[config.mk]
export PLATFORM = sky130hd
export DESIGN_NAME = dbguart_rx
export DESIGN_NICKNAME = d
export VERILOG_FILES = /design/src/rtl/dbguart_rx.sv
export SDC_FILE = /design/constraint.sdc
export NUM_CORES = 1
export LEC_CHECK = 0
export CAP_MARGIN = 10
export CORE_UTILIZATION = 35
export CTS_CLUSTER_SIZE = 14
export DETAILED_ROUTE_END_ITERATION = 10
export DONT_BUFFER_PORTS = 1
export PLACE_DENSITY_LB_ADDON = 0.08
export SETUP_SLACK_MARGIN = 0.05
export SLEW_MARGIN = 20
export SYNTH_ARGS = -nofsm -noshare
export SYNTH_HDL_FRONTEND = slang
export SYNTH_SLANG_ARGS = --single-unit
[constraint.sdc]
create_clock -name i_clk -period 6.5 [get_ports i_clk]
set_input_delay 0.65 -clock i_clk [delete_from_list [all_inputs] [get_ports i_clk]]
set_output_delay 0.65 -clock i_clk [all_outputs]
set_load 0.02 [all_outputs]
[src/rtl/dbguart_rx.sv]
// Debug UART receiver: 8N1 deserializer that packs REGLEN/8 bytes (first byte in bits [7:0]) into one strobed command word.
// Optional idle timeout that drops a partial word is built only when DBGUART_RX_TIMEOUT_EN is defined.
module dbguart_rx #(
    parameter int CLKFREQ      = 75_000_000,
    parameter int BAUDRATE     = 115_200,
    parameter int REGLEN       = 72,
    parameter int TIMEOUT_BITS = 20
) (
    input  logic              i_clk,
    input  logic              i_rst,
    input  logic              i_rx,
    output logic [REGLEN-1:0] o_dbg,
    output logic              o_dbg_stb,
    output logic              o_frame_err,
    output logic              o_timeout
);

    localparam int CLKS_PER_BIT = CLKFREQ / BAUDRATE;
    localparam int HALF         = CLKS_PER_BIT / 2;
    localparam int NBYTES       = REGLEN / 8;
    localparam int TMR_W        = $clog2(CLKS_PER_BIT + 1);
    localparam int CNT_W        = (NBYTES > 1) ? $clog2(NBYTES) : 1;

    if (REGLEN == 0 || (REGLEN % 8) != 0 || TIMEOUT_BITS < 1 || HALF < 1) begin : g_param_check
        $error("dbguart_rx: invalid parameter set");
    end

    typedef enum logic [2:0] {IDLE, START, DATA, STOP, BREAK} state_t;

    state_t             state, state_nxt;
    logic               rx_meta, rx_s;
    logic [TMR_W-1:0]   timer;
    logic [2:0]         bit_idx;
    logic [7:0]         shift;
    logic [CNT_W-1:0]   byte_cnt;
    logic [REGLEN-1:0]  word, word_nxt;
    logic               tick, commit, frame_bad, shift_en, timeout_hit;

    // Two-flop synchronizer; idles high so reset never looks like a start bit.
    always_ff @(posedge i_clk) begin
        if (i_rst) begin
            rx_meta <= 1'b1;
            rx_s    <= 1'b1;
        end else begin
            rx_meta <= i_rx;
            rx_s    <= rx_meta;
        end
    end

    always_ff @(posedge i_clk) begin
        if (i_rst) state <= IDLE;
        else       state <= state_nxt;
    end

    // START waits half a bit to land on the start-bit centre; later samples are a full bit apart.
    always_comb begin
        if (state == START) tick = (timer == TMR_W'(HALF - 1));
        else                tick = (timer == TMR_W'(CLKS_PER_BIT - 1));
    end

    always_comb begin
        state_nxt = state;
        commit    = 1'b0;
        frame_bad = 1'b0;
        shift_en  = 1'b0;
        case (state)
            IDLE:  if (!rx_s) state_nxt = START;
            START: if (tick) state_nxt = rx_s ? IDLE : DATA;
            DATA: begin
                if (tick) begin
                    shift_en = 1'b1;
                    if (bit_idx == 3'd7) state_nxt = STOP;
                end
            end
            STOP: begin
                if (tick) begin
                    if (rx_s) begin
                        commit    = 1'b1;
                        state_nxt = IDLE;
                    end else begin
                        frame_bad = 1'b1;
                        state_nxt = BREAK;
                    end
                end
            end
            BREAK: if (rx_s) state_nxt = IDLE;
            default: state_nxt = IDLE;
        endcase
    end

    always_comb begin
        word_nxt = word;
        word_nxt[8*int'(byte_cnt) +: 8] = shift;
    end

    // Bit timer and deserializer carry data only; the FSM restarts them on every frame.
    always_ff @(posedge i_clk) begin
        if (state == IDLE || state == BREAK || tick) timer <= '0;
        else                                         timer <= timer + 1'b1;
        if (state == START)  bit_idx <= '0;
        else if (shift_en)   bit_idx <= bit_idx + 1'b1;
        if (shift_en) shift <= {rx_s, shift[7:1]};
    end

    always_ff @(posedge i_clk) begin
        if (i_rst) begin
            byte_cnt    <= '0;
            o_dbg       <= '0;
            o_dbg_stb   <= 1'b0;
            o_frame_err <= 1'b0;
        end else begin
            o_dbg_stb   <= 1'b0;
            o_frame_err <= 1'b0;
            if (commit) begin
                word <= word_nxt;
                if (byte_cnt == CNT_W'(NBYTES - 1)) begin
                    o_dbg     <= word_nxt;
                    o_dbg_stb <= 1'b1;
                    byte_cnt  <= '0;
                end else begin
                    byte_cnt  <= byte_cnt + 1'b1;
                end
            end else if (frame_bad) begin
                o_frame_err <= 1'b1;
                byte_cnt    <= '0;
            end else if (timeout_hit) begin
                byte_cnt    <= '0;
            end
        end
    end

`ifdef DBGUART_RX_TIMEOUT_EN
    localparam int IDLE_LIM = TIMEOUT_BITS * CLKS_PER_BIT;
    localparam int IDLE_W   = $clog2(IDLE_LIM + 1);

    logic [IDLE_W-1:0] idle_cnt;

    // Counts only while a partial word is waiting, so a host abort realigns the next word.
    assign timeout_hit = (state == IDLE) && (byte_cnt != '0) && (idle_cnt == IDLE_W'(IDLE_LIM - 1));

    always_ff @(posedge i_clk) begin
        if (i_rst || state != IDLE || byte_cnt == '0 || timeout_hit) idle_cnt <= '0;
        else                                                         idle_cnt <= idle_cnt + 1'b1;
        if (i_rst) o_timeout <= 1'b0;
        else       o_timeout <= timeout_hit;
    end
`else
    assign timeout_hit = 1'b0;
    assign o_timeout   = 1'b0;
`endif

endmodule

==> flow_summary.json, run 1 <==
{
  "status": "finished, final reports clean",
  "gr-total-overflow": 0,
  "cts_tree": "yes",
  "fin_util_pct": 40.2,
  "synth_ff_type": "dfxtp_1",
  "cp.required_ns": 6.82,
  "slew_violations": 0,
  "nets": 654,
  "setup-tns-final_ns": 0,
  "synth_edf_count": 80,
  "postLayoutCellArea_um2": 8230,
  "slew-limit-headroom_pct": 32.3,
  "syn_nets": 675,
  "grt_pass1_wl_um": 29400,
  "fin_crit_sh_pct": 53.9,
  "first_pass_iters": 5,
  "rsz0062_at_grt": "false",
  "ir_worst_vdd_v": 0.000172,
  "ant_nets": 0,
  "total_leakage_power_nw": 2.92,
  "die-area_um2": 21800,
  "die_x_um": 148,
  "synth_seq_cells": 176,
  "viasPerCell": 5.34,
  "htree_num_levels": 4,
  "crit_path_end_kind": "flip-flop",
  "cts.hold.buffers_added": 0,
  "use_met1_pct": 22.5,
  "fmax_mhz": 285,
  "synthCells": 666,
  "numCtsBuffers": 17,
  "yosysTopAreaCell": "edfxtp_1",
  "drive_gt1_share_pct": 8.66,
  "worstMarginPinSlew_ns": 1.01,
  "grtUsageMet2_pct": 29.7,
  "cts_resized": 0,
  "synthMostInstantiatedCell": "dfxtp_1",
  "yosys_warnings": 0,
  "grtUsageMet3_pct": 5.77,
  "fp.dieH_um": 148,
  "cap_violations": 0,
  "first_global_vias": 5019,
  "dpl.hpwl_um": 11400,
  "synth_top_area_share_pct": 32.4,
  "setup_violations": 0,
  "p_total_mw": 2.13,
  "row_count": 52,
  "start_util_pct": 36.2,
  "synth_cell_types": 50,
  "root_buffer": "clkbuf_16",
  "antenna_found_initial": 0,
  "worstPathArrival_ns": 3.83,
  "clk_pin_slew_ns": 0.07,
  "drt_iter0_markers": 280,
  "top_usage_layer": "met2",
  "port_buffers": 0,
  "clock_sinks": 176,
  "hold_path_class": "primary input to flip-flop",
  "ys_seq_area_share_pct": 58.3,
  "hold_viol": 0,
  "drc": 0,
  "synthToLayoutAreaGrowth_pct": 11.0,
  "criticalPathCategory": "flip-flop to flip-flop",
  "synth_area_per_cell_um2": 11.1,
  "clk_latency_ns": 0.42,
  "wl_per_cell_um": 20.1,
  "fillers": 2038,
  "grt_max_degree": 85,
  "yosys-top-cells-count": "dfxtp_1 (96), a21oi_1 (82), edfxtp_1 (80), inv_1 (70), a211oi_1 (66)",
  "synthTopCellsByArea": "edfxtp_1 (32%), dfxtp_1 (26%), mux2i_1 (8.6%)",
  "critPathMaxFanout": 20,
  "cts_setup_buffers": 0,
  "vias": 4959,
  "cp-start-kind": "flip-flop",
  "fin_worst_skew_ns": 0.00822,
  "r2r_setup_slack_ns": 2.99,
  "place.gp.congestion": 0.801,
  "async_flop_share_pct": 0,
  "core_region_area_um2": 20500,
  "cts_buffer_depth": 2,
  "track_usage_pct": 17.9,
  "fin_crit_ns": 3.51,
  "wl_um": 18600,
  "io_pins": 78,
  "power_density_nw_per_um2": 259,
  "placed_area_um2": 7670,
  "netlist_area_um2": 7420,
  "antenna_cells": 0
}
-- cell usage in the layout, fill, tap and decap left out, types with 6 or more instances in the layout --
cell / instances
a211oi_1: 66
a21oi_1: 81
a311oi_1: 7
and3_1: 8
buf_4: 7
clkbuf_16: 17
dfxtp_1: 96
edfxtp_1: 80
ha_1: 6
inv_1: 70
mux2i_1: 64
nand2_1: 28
nand2b_1: 12
nor2_1: 15
xor2_1: 6
-- per-stage QoR --
step	cells	worst slack (ns)	hold WS [ns]
CTS	928	2.99	0.293
global placement	896	3.20	0.398
finish	928	2.99	0.303
global route	928	2.77	0.272
floorplan	666	1.93	0.389
detailed placement	896	3.01	0.398
-- path summary, 6_finish.rpt --
path               start        end  cells past startpoint
min reg2reg      rx_meta       rx_s                      1
max          byte_cnt[0]   o_dbg[0]                      6
max reg2reg  byte_cnt[0]   o_dbg[0]                      6
min                i_rst  o_dbg[16]                      1
-- where the power goes --
part	switching, mW	total (mW)	internal [mW]	leakage [nW]
registers	0.00301	1.15	1.15	1.49
clock network	0.436	0.976	0.540	0.257
logic	0.00351	0.00662	0.00311	1.17
-- flip-flops by register name, indices dropped and copies added (netlist names), 3 cells and up --
name / flops
shift: 8
timer: 10
byte_cnt: 4
state: 3
o_dbg: 72
word: 72
bit_idx: 3
-- final cells by class --
type,instances,area [um^2],share of cell area (%)
sequential,176,4320,52.5
multi-input combinational,373,2700,32.8
clock inverter,12,111,1.35
timing repair buffer,7,52.6,0.638
tap,270,338,4.10
clock buffer,20,447,5.43
inverter,70,263,3.19
-- layer usage --
metal  vias up  part of all wire, %
li1       2393                    -
met4         0                  1.1
met3        13                  5.7
met2        90                   47
met5         -                    0
met1      2463                   46
-- critical path, stage by stage (launching register included) --
cell and delay [ns]:
dfxtp_1 0.84, inv_1 0.17, ha_1 0.41, or4b_1 0.47, or4_1 0.66, or4b_1 0.59, a311oi_2 0.26
-- cells by family (layout without fill, tap and decap cells) --
family                   after synthesis  after routing  synth area share (%)
buffers and inverters                117            109                  6.11
adder cells (fa/ha/maj)                6              6                  1.01
XOR/XNOR                               9              9                  1.06
AO/OA/AOI/OAI                        174            174                  15.5
flip-flops                           176            176                  58.3
multiplexers                          64             64                  8.64
AND/OR/NAND/NOR                      119            119                  9.38
other                                  1              1                0.0506
(Power assumes the default switching activity.)
==> run 2, diff against run 1 <==
==> constraint.sdc (replaced) <==
create_clock -name i_clk -period 3.3 [get_ports i_clk]
set_input_delay 0.33 -clock i_clk [delete_from_list [all_inputs] [get_ports i_clk]]
set_output_delay 0.33 -clock i_clk [all_outputs]
set_load 0.02 [all_outputs]
==> run 2 against run 1 <==
Compared with the run above:
- first-iteration DRC count up 2.5%
- count of clock-buffer cells in the layout unchanged
- utilization up 0.71 points
- sequential share of layout area down 0.92 points
- die area unchanged
- maximum frequency increased by 29%
- global-route usage is 0.55 points lower
==> flow_summary.json, run 2 (same netlist as run 1, synthesis figures left out) <==
{
  "status": "finished, final reports clean",
  "seqPwrFrac_pct": 54.3,
  "critPathMaxFanout": 10,
  "port_buffers": 0,
  "io_pins": 78,
  "total_leakage_power_nw": 3.02,
  "place.gp.congestion": 0.829,
  "r2r_start": "byte_cnt[2]",
  "m1WireLength_um": 8870,
  "fin_crit_sh_pct": 82.3,
  "antenna_found_initial": 0,
  "power_density_nw_per_um2": 498,
  "top_regs": "o_dbg x72, word x72, timer x10",
  "wl_per_cell_um": 19.3,
  "vias": 4944,
  "clock_power_share_pct": 44.9,
  "die_x_um": 148,
  "placed_area_um2": 7780,
  "cpPeakStageDelay_ns": 0.53,
  "switching_share_pct": 21.6,
  "cp-start-kind": "flip-flop",
  "htree_num_levels": 4,
  "p_switching_mw": 0.901,
  "cts_buffer_depth": 2,
  "start_util_pct": 36.2,
  "worstMarginPinSlew_ns": 0.922,
  "nets": 671,
  "criticalPathCategory": "flip-flop to flip-flop",
  "p_comb_share_pct": 0.8,
  "first_global_vias": 4853,
  "crit_path_end_kind": "flip-flop",
  "track_usage_pct": 17.4,
  "critPathSlowestCell": "or4b_1",
  "rsz0062_at_grt": "false",
  "drc": 0,
  "top_layer": "met4",
  "slew-limit-headroom_pct": 38.3,
  "cts_tree": "yes",
  "drt_iter0_markers": 287,
  "crit_path_cell_trace": "nor3_1, ha_1, or4b_1, or4_1, or4b_1, a311oi_2",
  "ir_worst_vdd_v": 0.000353,
  "root_buffer": "clkbuf_16",
  "clock_sinks": 176,
  "row_count": 52,
  "postLayoutCellArea_um2": 8380,
  "cts_resized": 0,
  "wl_um": 18200,
  "antenna_cells": 0,
  "hold_path_class": "primary input to flip-flop",
  "cap_violations": 0,
  "clk_pin_slew_ns": 0.06,
  "grt_pass1_wl_um": 28800,
  "holdPathEnd": "state[1]",
  "fin_worst_skew_ns": 0.0185,
  "worstPathArrival_ns": 3.04,
  "r2r_setup_slack_ns": 0.59,
  "gr-total-overflow": 0,
  "drive_gt1_share_pct": 9.78,
  "setup-tns-final_ns": 0,
  "whs_path_depth": 2,
  "cts.hold.buffers_added": 3,
  "dpl.hpwl_um": 11800,
  "hold_viol": 0,
  "slew_violations": 0,
  "hp-start": "i_rst",
  "numCtsBuffers": 17,
  "reg2reg_to": "o_dbg[3]",
  "synthToLayoutAreaGrowth_pct": 13.0,
  "core_region_area_um2": 20500,
  "first_pass_iters": 5,
  "cp.required_ns": 3.63,
  "worst-r2r-cell-count": 6,
  "intPower_mw": 3.27,
  "cts_setup_buffers": 0,
  "met2_length_um": 8590,
  "viasPerCell": 5.23,
  "setup_violations": 0,
  "fp.dieH_um": 148,
  "most-common-layout-cells": "dfxtp_1 (96), a21oi_1 (82), edfxtp_1 (80), inv_1 (70), a211oi_1 (66)",
  "grt_max_degree": 78,
  "cpMostUsedCell": "or4b_1",
  "fmax_mhz": 368,
  "clk_latency_ns": 0.42,
  "wl_met3_um": 675,
  "final_common_cell": "dfxtp_1",
  "ant_nets": 0,
  "fin_crit_ns": 2.71,
  "die-area_um2": 21800,
  "fin_hold_ws_ns": 0.0991
}
==> run 2: metrics by stage <==
step,utilization (%),cells,setup slack [ns],power (mW)
finish,40.9,945,0.585,4.17
global route,40.9,945,0.432,4.33
CTS,40.9,945,0.570,4.24
detailed placement,38.0,910,0.596,2.33
global placement,38.0,910,0.668,2.33
floorplan,-,666,0.0958,2.34
==> run 2: power groups by stage <==
| stage | Combinational [mW] | Sequential [mW] | Clock (mW) |
|---|---|---|---|
| floorplan | 0.0276 | 2.31 | 0 |
| global placement | 0.0125 | 2.31 | 0 |
| detailed placement | 0.0124 | 2.31 | 0 |
| CTS | 0.0359 | 2.27 | 1.94 |
| global route | 0.0382 | 2.26 | 2.03 |
| finish | 0.0351 | 2.27 | 1.87 |
==> run 2: routing by layer <==
layer | global-route usage, % | vias up
met3 | 4.17 | 4
met2 | 27.4 | 77
met1 | 23.6 | 2438
met5 | 0 | -
li1 | - | 2425
met4 | 5.10 | 0
==> run 2: layout make-up <==
cell class / instances / area (um^2)
fill: 2008 / 12100
sequential: 176 / 4320
multi-input combinational: 373 / 2660
clock buffer: 20 / 447
tap: 270 / 338
inverter: 70 / 263
timing repair buffer: 24 / 243
clock inverter: 12 / 101
==> run 2: worst max path at each step <==
| stage | startpoint | end | slack, ns | cells past startpoint |
|---|---|---|---|---|
| after floorplan | byte_cnt[0] | o_dbg[0] | 0.1 | 9 |
| after global placement | byte_cnt[2] | o_dbg[0] | 0.67 | 6 |
| after detailed placement | byte_cnt[2] | o_dbg[3] | 0.60 | 6 |
| after CTS | byte_cnt[2] | o_dbg[3] | 0.57 | 6 |
| after global routing | byte_cnt[2] | o_dbg[3] | 0.43 | 6 |
| final | byte_cnt[2] | o_dbg[3] | 0.59 | 6 |
==> run 2: critical path, delay by kind of cell (launching register included) <==
kind	cells	cell delay, ns
compound gates	1	0.25
simple gates	4	1.54
flops	1	0.51
fa+ha+maj	1	0.33
==> run 3, diff against run 2 <==
==> constraint.sdc (replaced) <==
create_clock -name i_clk -period 2.4 [get_ports i_clk]
set_input_delay 0.24 -clock i_clk [delete_from_list [all_inputs] [get_ports i_clk]]
set_output_delay 0.24 -clock i_clk [all_outputs]
set_load 0.02 [all_outputs]
==> run 3 against run 2 <==
Compared with the run above:
- the run now ends with negative setup slack left
- final cell count grew 2.6%
- sequential share of layout area shrank 3.4 points
- first-iteration DRC count shrank 25%
- critical path depth is the same
- clock skew shrank 0.0075 ns
- maximum frequency grew 9.0%
- setup slack lost 0.68 ns
- global-route usage is essentially flat
- sequential power grew 37%
- hold slack gained 0.090 ns
- die area is the same
- via count grew 3.2%
- critical path type unchanged
- highest routed layer unchanged
==> flow_summary.json, run 3 (same netlist as run 1, synthesis figures left out) <==
{
  "htree_num_levels": 4,
  "clk_pin_slew_ns": 0.06,
  "fp.dieH_um": 148,
  "ant_nets": 0,
  "die_x_um": 148,
  "grt_max_degree": 82,
  "p_total_mw": 5.78,
  "critPathMaxFanout": 4,
  "antenna_found_initial": 0,
  "grt_pass1_wl_um": 29000,
  "wl_per_cell_um": 18.8,
  "cts_buffer_depth": 2,
  "fin_crit_sh_pct": 104,
  "nets": 696,
  "total_leakage_power_nw": 3.16,
  "first_pass_iters": 4,
  "fin_hold_ws_ns": 0.189,
  "viasPerCell": 5.26,
  "most-common-layout-cells": "dfxtp_1 (92), a21oi_1 (82), edfxtp_1 (80), inv_1 (70), a211oi_1 (65)",
  "core_region_area_um2": 20500,
  "slew_violations": 0,
  "hold_viol": 0,
  "track_usage_pct": 17.4,
  "rsz0062_at_grt": "true",
  "power_density_nw_per_um2": 643,
  "fin_worst_skew_ns": 0.0110,
  "drc": 0,
  "antenna_cells": 0,
  "cts_tree": "yes",
  "crit_path_end_kind": "flip-flop",
  "final_common_cell": "dfxtp_1",
  "worstPathArrival_ns": 2.83,
  "drt_iter0_markers": 215,
  "die-area_um2": 21800,
  "start_util_pct": 36.2,
  "fmax_mhz": 401,
  "worstMarginPinSlew_ns": 0.569,
  "violations": "negative setup slack",
  "drive_gt1_share_pct": 19.1,
  "top_regs": "o_dbg x72, word x72, timer x10",
  "clk_latency_ns": 0.43,
  "port_buffers": 0,
  "cap_violations": 0,
  "first_global_vias": 5150,
  "status": "finished, violations left",
  "layout_setup_ws_ns": -0.0907,
  "ir_worst_vdd_v": 0.000378,
  "gr-total-overflow": 0,
  "row_count": 52,
  "setup_violations": 14,
  "numCtsBuffers": 17,
  "finalNonFillerCells": 970,
  "pre_cts_slack_ns": -0.221,
  "wl_um": 18200,
  "placed_cells": 933,
  "slew-limit-headroom_pct": 61.9,
  "cp-start-kind": "flip-flop",
  "synthToLayoutAreaGrowth_pct": 21.1,
  "clock_sinks": 176,
  "place.gp.congestion": 0.790,
  "vias": 5101,
  "root_buffer": "clkbuf_16",
  "criticalPathCategory": "flip-flop to flip-flop",
  "io_pins": 78,
  "cp.required_ns": 2.74,
  "fin_crit_ns": 2.49,
  "dpl.hpwl_um": 11600,
  "hold_path_class": "primary input to flip-flop"
}
## run 3: report_power, final
part	switching (mW)	leakage, nW	internal (mW)
Combinational	0.0367	1.39	0.0182
Clock	1.19	0.275	1.43
Sequential	0.00449	1.49	3.11
Total	1.23	3.16	4.55
## run 3: final timing paths
check | startpoint | to | slack, ns | cells past startpoint
setup / recovery | byte_cnt[1] | o_dbg[0] | -0.09 | 6
hold reg to reg | rx_meta | rx_s | 0.42 | 1
hold / removal | i_rst | word[58] | 0.19 | 2
setup reg to reg | byte_cnt[1] | o_dbg[0] | -0.09 | 6
## run 3: critical path, stage by stage (launching register included)
cell      delay (ns)
dfxtp_2         0.34
nor3_2          0.15
ha_1            0.27
or4b_1          0.50
or4_4           0.44
or4b_4          0.51
a311oi_2        0.20
## run 3: cell type report
cell class | instances | area (um^2)
tap | 270 | 338
inverter | 70 | 263
sequential | 176 | 4330
multi-input combinational | 373 | 3010
fill | 1943 | 11500
clock inverter | 10 | 75.1
timing repair buffer | 49 | 493
clock buffer | 22 | 475
## run 3: through the flow
step | cell area (um^2) | util [%] | TNS [ns]
3_3_place_gp | 8040 | 39.2 | -1.11
2_1_floorplan | 7510 | - | -15.41
4_1_cts | 8730 | 42.6 | -0.994
5_1_grt | 8980 | 43.8 | -2.75
6_report | 8980 | 43.8 | -0.413
3_5_place_dp | 8040 | 39.2 | -2.43
## run 3: metal layers
metal	up-vias	GRT usage (%)	routed length (um)	share of wire, %
met3	18	4.69	707	3.9
li1	2474	-	-	-
met5	-	0	0	0
met1	2530	23.0	8560	47
met4	0	5.36	236	1.3
met2	79	27.7	8710	48
## run 3: timing repair
action / CTS / global route
hold buffers: 3 / 0
pin swaps: 3 / 2
setup endpoints to repair: 46 / 50
gates resized for setup: 19 / 43
hold endpoints to repair: 81 / 0
setup buffers: 1 / 1
